$ cat config.mk
export PLATFORM = sky130hd
export DESIGN_NAME = spi_master_flat
export DESIGN_NICKNAME = d
export VERILOG_FILES = /design/src/rtl/spi_master_pkg.sv /design/src/rtl/spi_master_if.sv /design/src/rtl/spi_master_clk_gen.sv /design/src/rtl/spi_master.sv /design/src/flat_wrapper.sv
export SDC_FILE = /design/constraint.sdc
export NUM_CORES = 1
export LEC_CHECK = 0
export CORE_MARGIN = 8
export CORE_UTILIZATION = 58
export CTS_BUF_LIST = sky130_fd_sc_hd__clkbuf_8
export CTS_CLUSTER_SIZE = 25
export DETAILED_ROUTE_END_ITERATION = 6
export PLACE_DENSITY = 0.95
export SKIP_LAST_GASP = 1
export SLEW_MARGIN = 30
export SYNTH_ARGS = -nofsm -noshare
export SYNTH_HDL_FRONTEND = slang
export SYNTH_HIERARCHICAL = 1
export SYNTH_SLANG_ARGS = --single-unit
$ cat constraint.sdc
create_clock -name clk -period 4.7 [get_ports clk]
set_input_delay 0.47 -clock clk [delete_from_list [all_inputs] [get_ports clk]]
set_output_delay 0.47 -clock clk [all_outputs]
set_load 0.005 [all_outputs]
$ cat src/rtl/spi_master_pkg.sv
// Shared FSM encodings, SPI mode constants and width helpers for the SPI master.
package spi_master_pkg;

    // FSM state encodings
    localparam logic [2:0] ST_IDLE  = 3'd0;
    localparam logic [2:0] ST_SETUP = 3'd1;
    localparam logic [2:0] ST_SHIFT = 3'd2;
    localparam logic [2:0] ST_HOLD  = 3'd3;
    localparam logic [2:0] ST_DONE  = 3'd4;

    // SPI modes encoded as {CPOL, CPHA}
    localparam logic [1:0] SPI_MODE0 = 2'b00;
    localparam logic [1:0] SPI_MODE1 = 2'b01;
    localparam logic [1:0] SPI_MODE2 = 2'b10;
    localparam logic [1:0] SPI_MODE3 = 2'b11;

    // Width of the chip-select index
    function automatic int unsigned cs_width(input int unsigned num_cs);
        return (num_cs > 1) ? $clog2(num_cs) : 1;
    endfunction

    // Width of the bits-remaining counter (must hold DATA_W itself)
    function automatic int unsigned cnt_width(input int unsigned data_w);
        return $clog2(data_w + 1);
    endfunction

    // Modes 0 and 2 sample on the leading SCLK edge, modes 1 and 3 on the trailing edge
    function automatic bit sample_on_lead(input logic [1:0] mode);
        case (mode)
            SPI_MODE0, SPI_MODE2: return 1'b1;
            SPI_MODE1, SPI_MODE3: return 1'b0;
            default:              return 1'b0;
        endcase
    endfunction

endpackage

$ cat src/rtl/spi_master_if.sv
// Controller-side handshake bundle: start/busy/done plus the data words and CS index.
interface spi_master_if #(
    parameter int unsigned DATA_W = 16,
    parameter int unsigned NUM_CS = 1
);
    import spi_master_pkg::*;

    localparam int unsigned CS_W  = cs_width(NUM_CS);
    localparam int unsigned CNT_W = cnt_width(DATA_W);

    logic              start;
    logic [DATA_W-1:0] tx_data;
    logic [CS_W-1:0]   cs_sel;
    logic              busy;
    logic              done;
    logic [DATA_W-1:0] rx_data;
    logic [CNT_W-1:0]  counter;

    // Local controller side
    modport master (
        output start, tx_data, cs_sel,
        input  busy, done, rx_data, counter
    );

    // SPI master side
    modport slave (
        input  start, tx_data, cs_sel,
        output busy, done, rx_data, counter
    );

endinterface

$ cat src/rtl/spi_master_clk_gen.sv
// SCLK divider: toggles sclk every CLK_DIV enabled cycles and flags the edge about to happen.
module spi_master_clk_gen #(
    parameter int unsigned CLK_DIV = 2,
    parameter bit          CPOL    = 1'b0
) (
    input  logic clk,
    input  logic reset,
    input  logic clear,
    input  logic en,
    output logic sclk,
    output logic lead_edge,
    output logic trail_edge
);

    localparam int unsigned DIV_W = (CLK_DIV > 1) ? $clog2(CLK_DIV) : 1;

    logic [DIV_W-1:0] div_q, div_d;
    logic             sclk_q, sclk_d;
    logic             tick;

    // Strobes mark the clk edge at which sclk_q changes level
    assign tick       = en && (div_q == DIV_W'(CLK_DIV - 1));
    assign lead_edge  = tick && (sclk_q == CPOL);
    assign trail_edge = tick && (sclk_q != CPOL);
    assign sclk       = sclk_q;

    // Divider phase and SCLK level
    always_comb begin
        div_d  = div_q;
        sclk_d = sclk_q;
        if (clear) begin
            div_d  = '0;
            sclk_d = CPOL;
        end else if (en) begin
            if (tick) begin
                div_d  = '0;
                sclk_d = ~sclk_q;
            end else begin
                div_d = div_q + 1'b1;
            end
        end
    end

    // State registers
    always_ff @(posedge clk) begin
        if (reset) begin
            div_q  <= '0;
            sclk_q <= CPOL;
        end else begin
            div_q  <= div_d;
            sclk_q <= sclk_d;
        end
    end

endmodule

$ cat src/rtl/spi_master.sv
// Full-duplex SPI master: frame FSM, tx/rx shift registers, bit counter and CS decode.
module spi_master
    import spi_master_pkg::*;
#(
    parameter int unsigned DATA_W    = 16,
    parameter int unsigned CLK_DIV   = 2,
    parameter bit          CPOL      = 1'b0,
    parameter bit          CPHA      = 1'b0,
    parameter bit          MSB_FIRST = 1'b1,
    parameter int unsigned NUM_CS    = 1
) (
    input  logic              clk,
    input  logic              reset,
    spi_master_if.slave       ctrl,
    input  logic              spi_miso,
    output logic [NUM_CS-1:0] spi_cs_L,
    output logic              spi_sclk,
    output logic              spi_data
);

    localparam int unsigned CS_W        = cs_width(NUM_CS);
    localparam int unsigned CNT_W       = cnt_width(DATA_W);
    localparam int unsigned TMR_W       = (CLK_DIV > 1) ? $clog2(CLK_DIV) : 1;
    localparam bit          SAMPLE_LEAD = sample_on_lead({CPOL, CPHA});

    logic [2:0]        state_q, state_d;
    logic [TMR_W-1:0]  tmr_q, tmr_d;
    logic [DATA_W-1:0] tx_q, tx_d;
    logic [DATA_W-1:0] rx_sh_q, rx_sh_d;
    logic [DATA_W-1:0] rx_data_q, rx_data_d;
    logic [CNT_W-1:0]  cnt_q, cnt_d;
    logic [CS_W-1:0]   cs_sel_q, cs_sel_d;
    logic [NUM_CS-1:0] cs_l_q, cs_l_d;
    logic              mosi_q, mosi_d;
    logic              busy_q, busy_d;
    logic              done_q, done_d;

    logic accept, lead_edge, trail_edge, sample_edge, shift_edge;

    function automatic logic head_bit(input logic [DATA_W-1:0] w);
        return MSB_FIRST ? w[DATA_W-1] : w[0];
    endfunction

    function automatic logic [DATA_W-1:0] shift_word(input logic [DATA_W-1:0] w);
        return MSB_FIRST ? {w[DATA_W-2:0], 1'b0} : {1'b0, w[DATA_W-1:1]};
    endfunction

    assign accept      = (state_q == ST_IDLE) && ctrl.start;
    assign sample_edge = SAMPLE_LEAD ? lead_edge : trail_edge;
    assign shift_edge  = SAMPLE_LEAD ? trail_edge : lead_edge;

    spi_master_clk_gen #(
        .CLK_DIV (CLK_DIV),
        .CPOL    (CPOL)
    ) u_clk_gen (
        .clk        (clk),
        .reset      (reset),
        .clear      (accept),
        .en         (state_q == ST_SHIFT),
        .sclk       (spi_sclk),
        .lead_edge  (lead_edge),
        .trail_edge (trail_edge)
    );

    // Frame sequencing and datapath next state
    always_comb begin
        state_d   = state_q;
        tmr_d     = tmr_q;
        tx_d      = tx_q;
        rx_sh_d   = rx_sh_q;
        rx_data_d = rx_data_q;
        cnt_d     = cnt_q;
        cs_sel_d  = cs_sel_q;
        mosi_d    = mosi_q;
        case (state_q)
            ST_IDLE: begin
                if (ctrl.start) begin
                    state_d  = ST_SETUP;
                    tmr_d    = '0;
                    cs_sel_d = ctrl.cs_sel;
                    cnt_d    = CNT_W'(DATA_W);
                    // CPHA=0 puts the first bit out before any SCLK edge
                    if (CPHA) begin
                        tx_d = ctrl.tx_data;
                    end else begin
                        tx_d   = shift_word(ctrl.tx_data);
                        mosi_d = head_bit(ctrl.tx_data);
                    end
                end
            end
            ST_SETUP: begin
                if (tmr_q == TMR_W'(CLK_DIV - 1)) begin
                    state_d = ST_SHIFT;
                    tmr_d   = '0;
                end else begin
                    tmr_d = tmr_q + 1'b1;
                end
            end
            ST_SHIFT: begin
                if (sample_edge) begin
                    rx_sh_d = MSB_FIRST ? {rx_sh_q[DATA_W-2:0], spi_miso}
                                        : {spi_miso, rx_sh_q[DATA_W-1:1]};
                    cnt_d   = cnt_q - 1'b1;
                end
                // Once every bit is sampled the trailing shift edge must not move MOSI
                if (shift_edge && (cnt_q != '0)) begin
                    mosi_d = head_bit(tx_q);
                    tx_d   = shift_word(tx_q);
                end
                if (trail_edge && (cnt_d == '0)) begin
                    state_d = ST_HOLD;
                    tmr_d   = '0;
                end
            end
            ST_HOLD: begin
                if (tmr_q == TMR_W'(CLK_DIV - 1)) begin
                    state_d   = ST_DONE;
                    rx_data_d = rx_sh_q;
                    cnt_d     = CNT_W'(DATA_W);
                end else begin
                    tmr_d = tmr_q + 1'b1;
                end
            end
            ST_DONE: state_d = ST_IDLE;
            default: state_d = ST_IDLE;
        endcase
    end

    // Registered status and chip-select outputs derived from the next state
    always_comb begin
        busy_d = (state_d != ST_IDLE);
        done_d = (state_d == ST_DONE);
        cs_l_d = '1;
        for (int i = 0; i < NUM_CS; i++) begin
            if (busy_d && (cs_sel_d == CS_W'(i))) cs_l_d[i] = 1'b0;
        end
    end

    // State registers
    always_ff @(posedge clk) begin
        if (reset) begin
            state_q   <= ST_IDLE;
            tmr_q     <= '0;
            tx_q      <= '0;
            rx_sh_q   <= '0;
            rx_data_q <= '0;
            cnt_q     <= CNT_W'(DATA_W);
            cs_sel_q  <= '0;
            cs_l_q    <= '1;
            mosi_q    <= 1'b0;
            busy_q    <= 1'b0;
            done_q    <= 1'b0;
        end else begin
            state_q   <= state_d;
            tmr_q     <= tmr_d;
            tx_q      <= tx_d;
            rx_sh_q   <= rx_sh_d;
            rx_data_q <= rx_data_d;
            cnt_q     <= cnt_d;
            cs_sel_q  <= cs_sel_d;
            cs_l_q    <= cs_l_d;
            mosi_q    <= mosi_d;
            busy_q    <= busy_d;
            done_q    <= done_d;
        end
    end

    assign ctrl.busy    = busy_q;
    assign ctrl.done    = done_q;
    assign ctrl.rx_data = rx_data_q;
    assign ctrl.counter = cnt_q;
    assign spi_cs_L     = cs_l_q;
    assign spi_data     = mosi_q;

endmodule
$ cat src/flat_wrapper.sv
// flat-port wrapper written by rule: the top's interface ports become plain ports
module spi_master_flat import spi_master_pkg::*;
#(
    parameter int unsigned DATA_W    = 16,
    parameter int unsigned CLK_DIV   = 2,
    parameter bit          CPOL      = 1'b0,
    parameter bit          CPHA      = 1'b0,
    parameter bit          MSB_FIRST = 1'b1,
    parameter int unsigned NUM_CS    = 1
)
  (clk, reset, spi_miso, spi_cs_L, spi_sclk, spi_data, ctrl_start, ctrl_tx_data, ctrl_cs_sel, ctrl_busy, ctrl_done, ctrl_rx_data, ctrl_counter);
  spi_master_if #(.DATA_W(DATA_W), .NUM_CS(NUM_CS)) ctrl_i ();
  input  logic clk;
  input  logic reset;
  input  logic spi_miso;
  output logic [NUM_CS-1:0] spi_cs_L;
  output logic spi_sclk;
  output logic spi_data;
  input wire logic [$bits(ctrl_i.start)-1:0] ctrl_start;
  input wire logic [$bits(ctrl_i.tx_data)-1:0] ctrl_tx_data;
  input wire logic [$bits(ctrl_i.cs_sel)-1:0] ctrl_cs_sel;
  output wire logic [$bits(ctrl_i.busy)-1:0] ctrl_busy;
  output wire logic [$bits(ctrl_i.done)-1:0] ctrl_done;
  output wire logic [$bits(ctrl_i.rx_data)-1:0] ctrl_rx_data;
  output wire logic [$bits(ctrl_i.counter)-1:0] ctrl_counter;
  assign ctrl_i.start = ctrl_start;
  assign ctrl_i.tx_data = ctrl_tx_data;
  assign ctrl_i.cs_sel = ctrl_cs_sel;
  assign ctrl_busy = ctrl_i.busy;
  assign ctrl_done = ctrl_i.done;
  assign ctrl_rx_data = ctrl_i.rx_data;
  assign ctrl_counter = ctrl_i.counter;
  spi_master #(.DATA_W(DATA_W), .CLK_DIV(CLK_DIV), .CPOL(CPOL), .CPHA(CPHA), .MSB_FIRST(MSB_FIRST), .NUM_CS(NUM_CS)) u_core (.clk(clk), .reset(reset), .ctrl(ctrl_i), .spi_miso(spi_miso), .spi_cs_L(spi_cs_L), .spi_sclk(spi_sclk), .spi_data(spi_data));
endmodule
---- Word-level counts from Yosys, hierarchy flattened ----
Cells that the tools add are included.
storage, ports and cells
  register bits after elaboration ......... 64
  bits of input ports ..................... 21
  word-level logic and storage cells ...... 72
operators by class
  add/subtract/negate cells ............... 3
  equal/unequal tests ..................... 8
  muxes and demuxes ....................... 25
  bitwise gates (word level) .............. 2
  reductions and logical operators ........ 21
operators with widths
  kind                                                                 count
  16-bit 2-to-1 mux                                                    2
  16-bit one-hot mux with 2 select lines                               1
  5-bit 2-to-1 mux                                                     4
  5-bit one-hot mux with 3 select lines                                1
  3-bit 2-to-1 mux                                                     4
  3-bit one-hot mux with 4 select lines                                1
  1-bit 2-to-1 mux                                                     10
  3-bit AND reduction                                                  3
  1-bit logical AND                                                    7
  3-bit by 2-bit == test with 1-bit output (second input constant)     2
  2-bit by 1-bit != test with 1-bit output (second input constant)     3
  2-bit AND reduction                                                  3
  3-bit nonzero test                                                   2
  5-bit logical NOT                                                    1
  5-bit nonzero test                                                   1
  5-bit by 1-bit subtractor with 5-bit output (second input constant)  1
  1-bit one-hot mux with 4 select lines                                1
  4-bit nonzero test                                                   1
  3-bit by 1-bit == test with 1-bit output (second input constant)     1
  3-bit == test (second input constant)                                1
  3-bit logical NOT                                                    1
  1-bit adder (second input constant)                                  2
  2-bit != test (second input constant)                                1
  1-bit NOT                                                            2
  3 further kinds                                                      3

---- Logic depth before layout (Yosys ltp) ----
  depth in word-level cells ............... 12
  depth in mapped cells ................... 12
  gate-level depth less buffers ........... 8

---- By module ----
Netlist, hierarchy kept.
modules (own cells, without submodules)
  module              instances  cells an instance  area an instance (sq um)
  spi_master          1          311                2575.0
  spi_master_clk_gen  1          10                 96.3

---- Least setup slack after synthesis ----
OpenSTA, ideal clock, no wires.
  path type ............................... register to register
  start point ............................. register u_core.state_q[1]
  end point ............................... register u_core.cnt_q[3], in the netlist u_core/ctrl.counter[3]
  library setup time ...................... 0.142 ns
  arrival ................................. 2.119 ns
  data required time ...................... 4.558 ns
  path slack .............................. 2.439 ns
  stages on the path, launching flop included .. 12
  path buffers ............................ 3
  cell sequence ........................... dfxtp_1 > buf_4 > or3b_4 > inv_2 > buf_2 > nand3b_1 > inv_1 > clkbuf_1 > nor4b_1 > o21ai_0 > nor3_1 > nor3_1
between the ends
  word-level cells in the longest chain between the ends .. 6
RTL lines
  what                                      RTL line                  RTL
  from (decl)                               spi_master.sv:26          logic [2:0] state_q, state_d;
  from (signal assigned)                    spi_master.sv:154         state_q <= state_d;
  3-bit by 2-bit == test with 1-bit output  spi_master.sv:59          .en (state_q == ST_SHIFT),
  1-bit logical AND                         spi_master_clk_gen.sv:22  assign tick = en && (div_q == DIV_W'(CLK_DIV - 1));
  1-bit logical AND                         spi_master_clk_gen.sv:23  assign lead_edge = tick && (sclk_q == CPOL);
  named net u_core.lead_edge                spi_master.sv:38          logic accept, lead_edge, trail_edge, sample_edge, shift_edge;
  5-bit 2-to-1 mux                          spi_master.sv:100         if (sample_edge) begin
  5-bit 2-to-1 mux                          spi_master.sv:75          case (state_q)
  5-bit one-hot mux with 3 select lines     spi_master.sv:75
  to (signal assigned)                      spi_master.sv:147         cnt_q <= CNT_W'(DATA_W);
  to (signal assigned)                      spi_master.sv:159         cnt_q <= cnt_d;
  to (decl)                                 spi_master.sv:31          logic [CNT_W-1:0] cnt_q, cnt_d;
The timed path passes the listed nets, and every way through them passes these cells. The select of a mux whose other input is x is not followed.
A chain may end at the register's enable or synchronous reset.

---- Final worst setup path ----
  start point ............................. register u_core.state_q[1]
  end point ............................... register u_core.cnt_q[1], in the netlist u_core/ctrl.counter[1]
Same word-level chain as after synthesis.

==> flow_summary.ini <==
[final_layout]
n_antenna_cell = 0
synthToLayoutAreaGrowth_pct = 25.48
nFillCells = 273
drive_gt1_share_pct = 11.08
layout.nets = 379
mostFrequentLayoutCells = nand2_1, dfxtp_1, clkdlybuf4s50_1
layout_commonest_cell = nand2_1

[global_route]
grt_busiest_layer = met2
antenna_found_initial = 0
track_usage_pct = 18.16
grt_pass1_vias = 2303
use_met3_pct = 6.641
grt_max_degree = 62
met1_usage_pct = 20.13
grt_pass1_wl_mm = 10.54
grt_use_met2_pct = 29.82
grt-ovfl-total = 0

[clock_tree]
cts_setup_buffers = 0
cts_buffers = 9
cts_max_path_buffers = 2
cts_max_level = 3
clk_pin_slew_ns = 0.07
cts-resized-gates = 0
hold_buffers = 0
cts_tree = yes
cts.sinks = 63
clk_latency_ns = 0.34
root_buffer = clkbuf_8

[floorplanning]
fp.dieH_um = 83.87
std_cell_rows = 24
die_area_um2 = 7033
initial_utilization_pct = 60.93
num_io_pins = 47
core_um2 = 4384
die_x_um = 83.87

[setup_path]
slowest_delay_ns = 0.54
cp-end-kind = flip-flop
cp.required_ns = 4.95
crit_family = simple AND/OR/NAND/NOR gates
r2r-end = u_core/ctrl.counter[1]
crit_path_max_fanout = 27
arrival_ns = 3.07
crit_path_start_kind = flip-flop
crit_type = reg2reg
slowest_stage = or3b_4
r2r-start = u_core/state_q[1]
path_cells = or3b_4, inv_2, nand3b_1, inv_1, nand2_1, or3_1, o31ai_1
reg2reg_depth = 7
r2r_setup_slack_ns = 1.88
crit_buf_inv = 2

[min_path]
hold_depth = 2
hold_path_end = u_core/tx_q[6]
hold_path.class = in2reg
hold_start = reset

[routing]
drt-wirelength-per-cell_um = 15.13
first_iter_violations = 252
vias = 2343
drc = 0
antenna_left = 0
viasPerCell = 5.673
firstDrtPassIters = 4
totalWireLength_mm = 6.249

[sta]
drv_slew = 0
setup_viol = 0
hold_viol = 0
skew_ns = 0.007073
rsz0062_at_grt = false
fin_crit_ns = 2.819
worst_slew_pin_slew_ns = 0.7383
relSlewSlack_pct = 50.52
tns_ns = 0
whs_ns = 0.3862
clock.fmax_ghz = 0.3548
timing.final.crit_share_pct = 59.97

[synth]
synth_ff_type = dfxtp_1
ys_types = 43
synth-seq-cells = 63
synth-edff-count = 0
synth_seq_area_share_pct = 47.21
syn_inst = 321
synth_area_um2 = 2671
synth_area_per_cell_um2 = 8.322
synthArstFlopShare_pct = 0
synthesis.nets = 344
ys_warn_count = 6

[outcome]
status = finished clean

[power_and_ir_drop]
power_density_nw_per_um2 = 383.3
peakVddDrop_uv = 220.8
p_leak_uw = 0.001154

[placed_design]
gp_congestion = 0.7636
dp_hpwl_mm = 4.016
numPortBuffers = 46

[run]
cap_violations = 0
## layout make-up
| cell class | count | area [um^2] | area share (%) |
|---|---|---|---|
| Multi-Input combinational cell | 230 | 1275 | 38.04 |
| Inverter | 5 | 18.77 | 0.5599 |
| Clock buffer | 9 | 123.9 | 3.695 |
| Timing Repair Buffer | 47 | 462.9 | 13.81 |
| Clock inverter | 7 | 145.1 | 4.330 |
| Sequential cell | 63 | 1261 | 37.63 |
| Tap cell | 52 | 65.06 | 1.941 |
## state kept, by name, summed over array words and instances, names as in the netlist, 3 cells and up
name and cells:
u_core/rx_sh_q 16, u_core/ctrl.counter 5, u_core/tx_q 15, u_core/ctrl.rx_data 16, u_core/state_q 3
## cell usage after synthesis (3+ instances only)
cell type / count / area [um^2]
buf_2: 5 / 25.02
nor2_1: 26 / 97.59
a21oi_1: 37 / 185.2
nand3_1: 3 / 15.01
dfxtp_1: 63 / 1261
inv_1: 4 / 15.01
o21ai_0: 3 / 15.01
buf_4: 4 / 30.03
o31ai_1: 3 / 22.52
nor3_1: 6 / 30.03
nand3b_1: 3 / 22.52
a311oi_2: 15 / 225.2
clkbuf_1: 11 / 41.29
nand2_1: 104 / 390.4
## metrics by stage
| stage | power (uW) | cells | setup slack [ns] | cell area (um^2) | util, % |
|---|---|---|---|---|---|
| after global routing | 1333 | 413 | 1.620 | 3352 | 76.46 |
| final | 1285 | 413 | 1.881 | 3352 | 76.46 |
| after CTS | 1292 | 413 | 1.933 | 3346 | 76.31 |
| after global placement | 667.3 | 397 | 2.072 | 3077 | 70.18 |
| after floorplan | 642.9 | 321 | 2.439 | 2671 | - |
| after detailed placement | 671.0 | 397 | 1.982 | 3077 | 70.18 |
## layer usage
metal	wire [um]	part of all wire [%]	vias up
met5	0	0	-
met4	106	1.7	0
met3	338	5.4	11
met2	3098	50	66
met1	2706	43	1102
li1	-	-	1164
## kinds of logic after synthesis
family | share of synthesized area, %
AND/OR/NAND/NOR | 25.06
XOR/XNOR | 0.9838
buffers and inverters | 5.292
adder cells (fa/ha/maj) | 0.9366
flip-flops | 47.21
AO/OA/AOI/OAI | 20.52
## report_power, final
part | switching (uW) | internal (uW)
Clock | 216 | 407
Sequential | 11.5 | 551
Combinational | 52.9 | 45.3
Total | 281 | 1000
## worst register-to-register path: stages (launching register included)
cell and delay (ns):
dfxtp_1 0.48, or3b_4 0.54, inv_2 0.38, nand3b_1 0.19, inv_1 0.25, nand2_1 0.38
or3_1 0.44, o31ai_1 0.07
## how the worst max path moves through the flow
stage | slack [ns] | end | start | depth (start not counted)
after floorplan | 2.44 | u_core/ctrl.counter[3] | u_core/state_q[1] | 11
after global placement | 2.07 | u_core/ctrl.counter[1] | u_core/state_q[2] | 7
after detailed placement | 1.98 | u_core/ctrl.counter[1] | u_core/state_q[2] | 7
after CTS | 1.93 | u_core/rx_sh_q[7] | u_core/state_q[2] | 7
after global routing | 1.62 | u_core/ctrl.counter[3] | u_core/state_q[2] | 8
final | 1.88 | u_core/ctrl.counter[1] | u_core/state_q[1] | 7
Note: power is estimated with default switching activity, not from simulation.
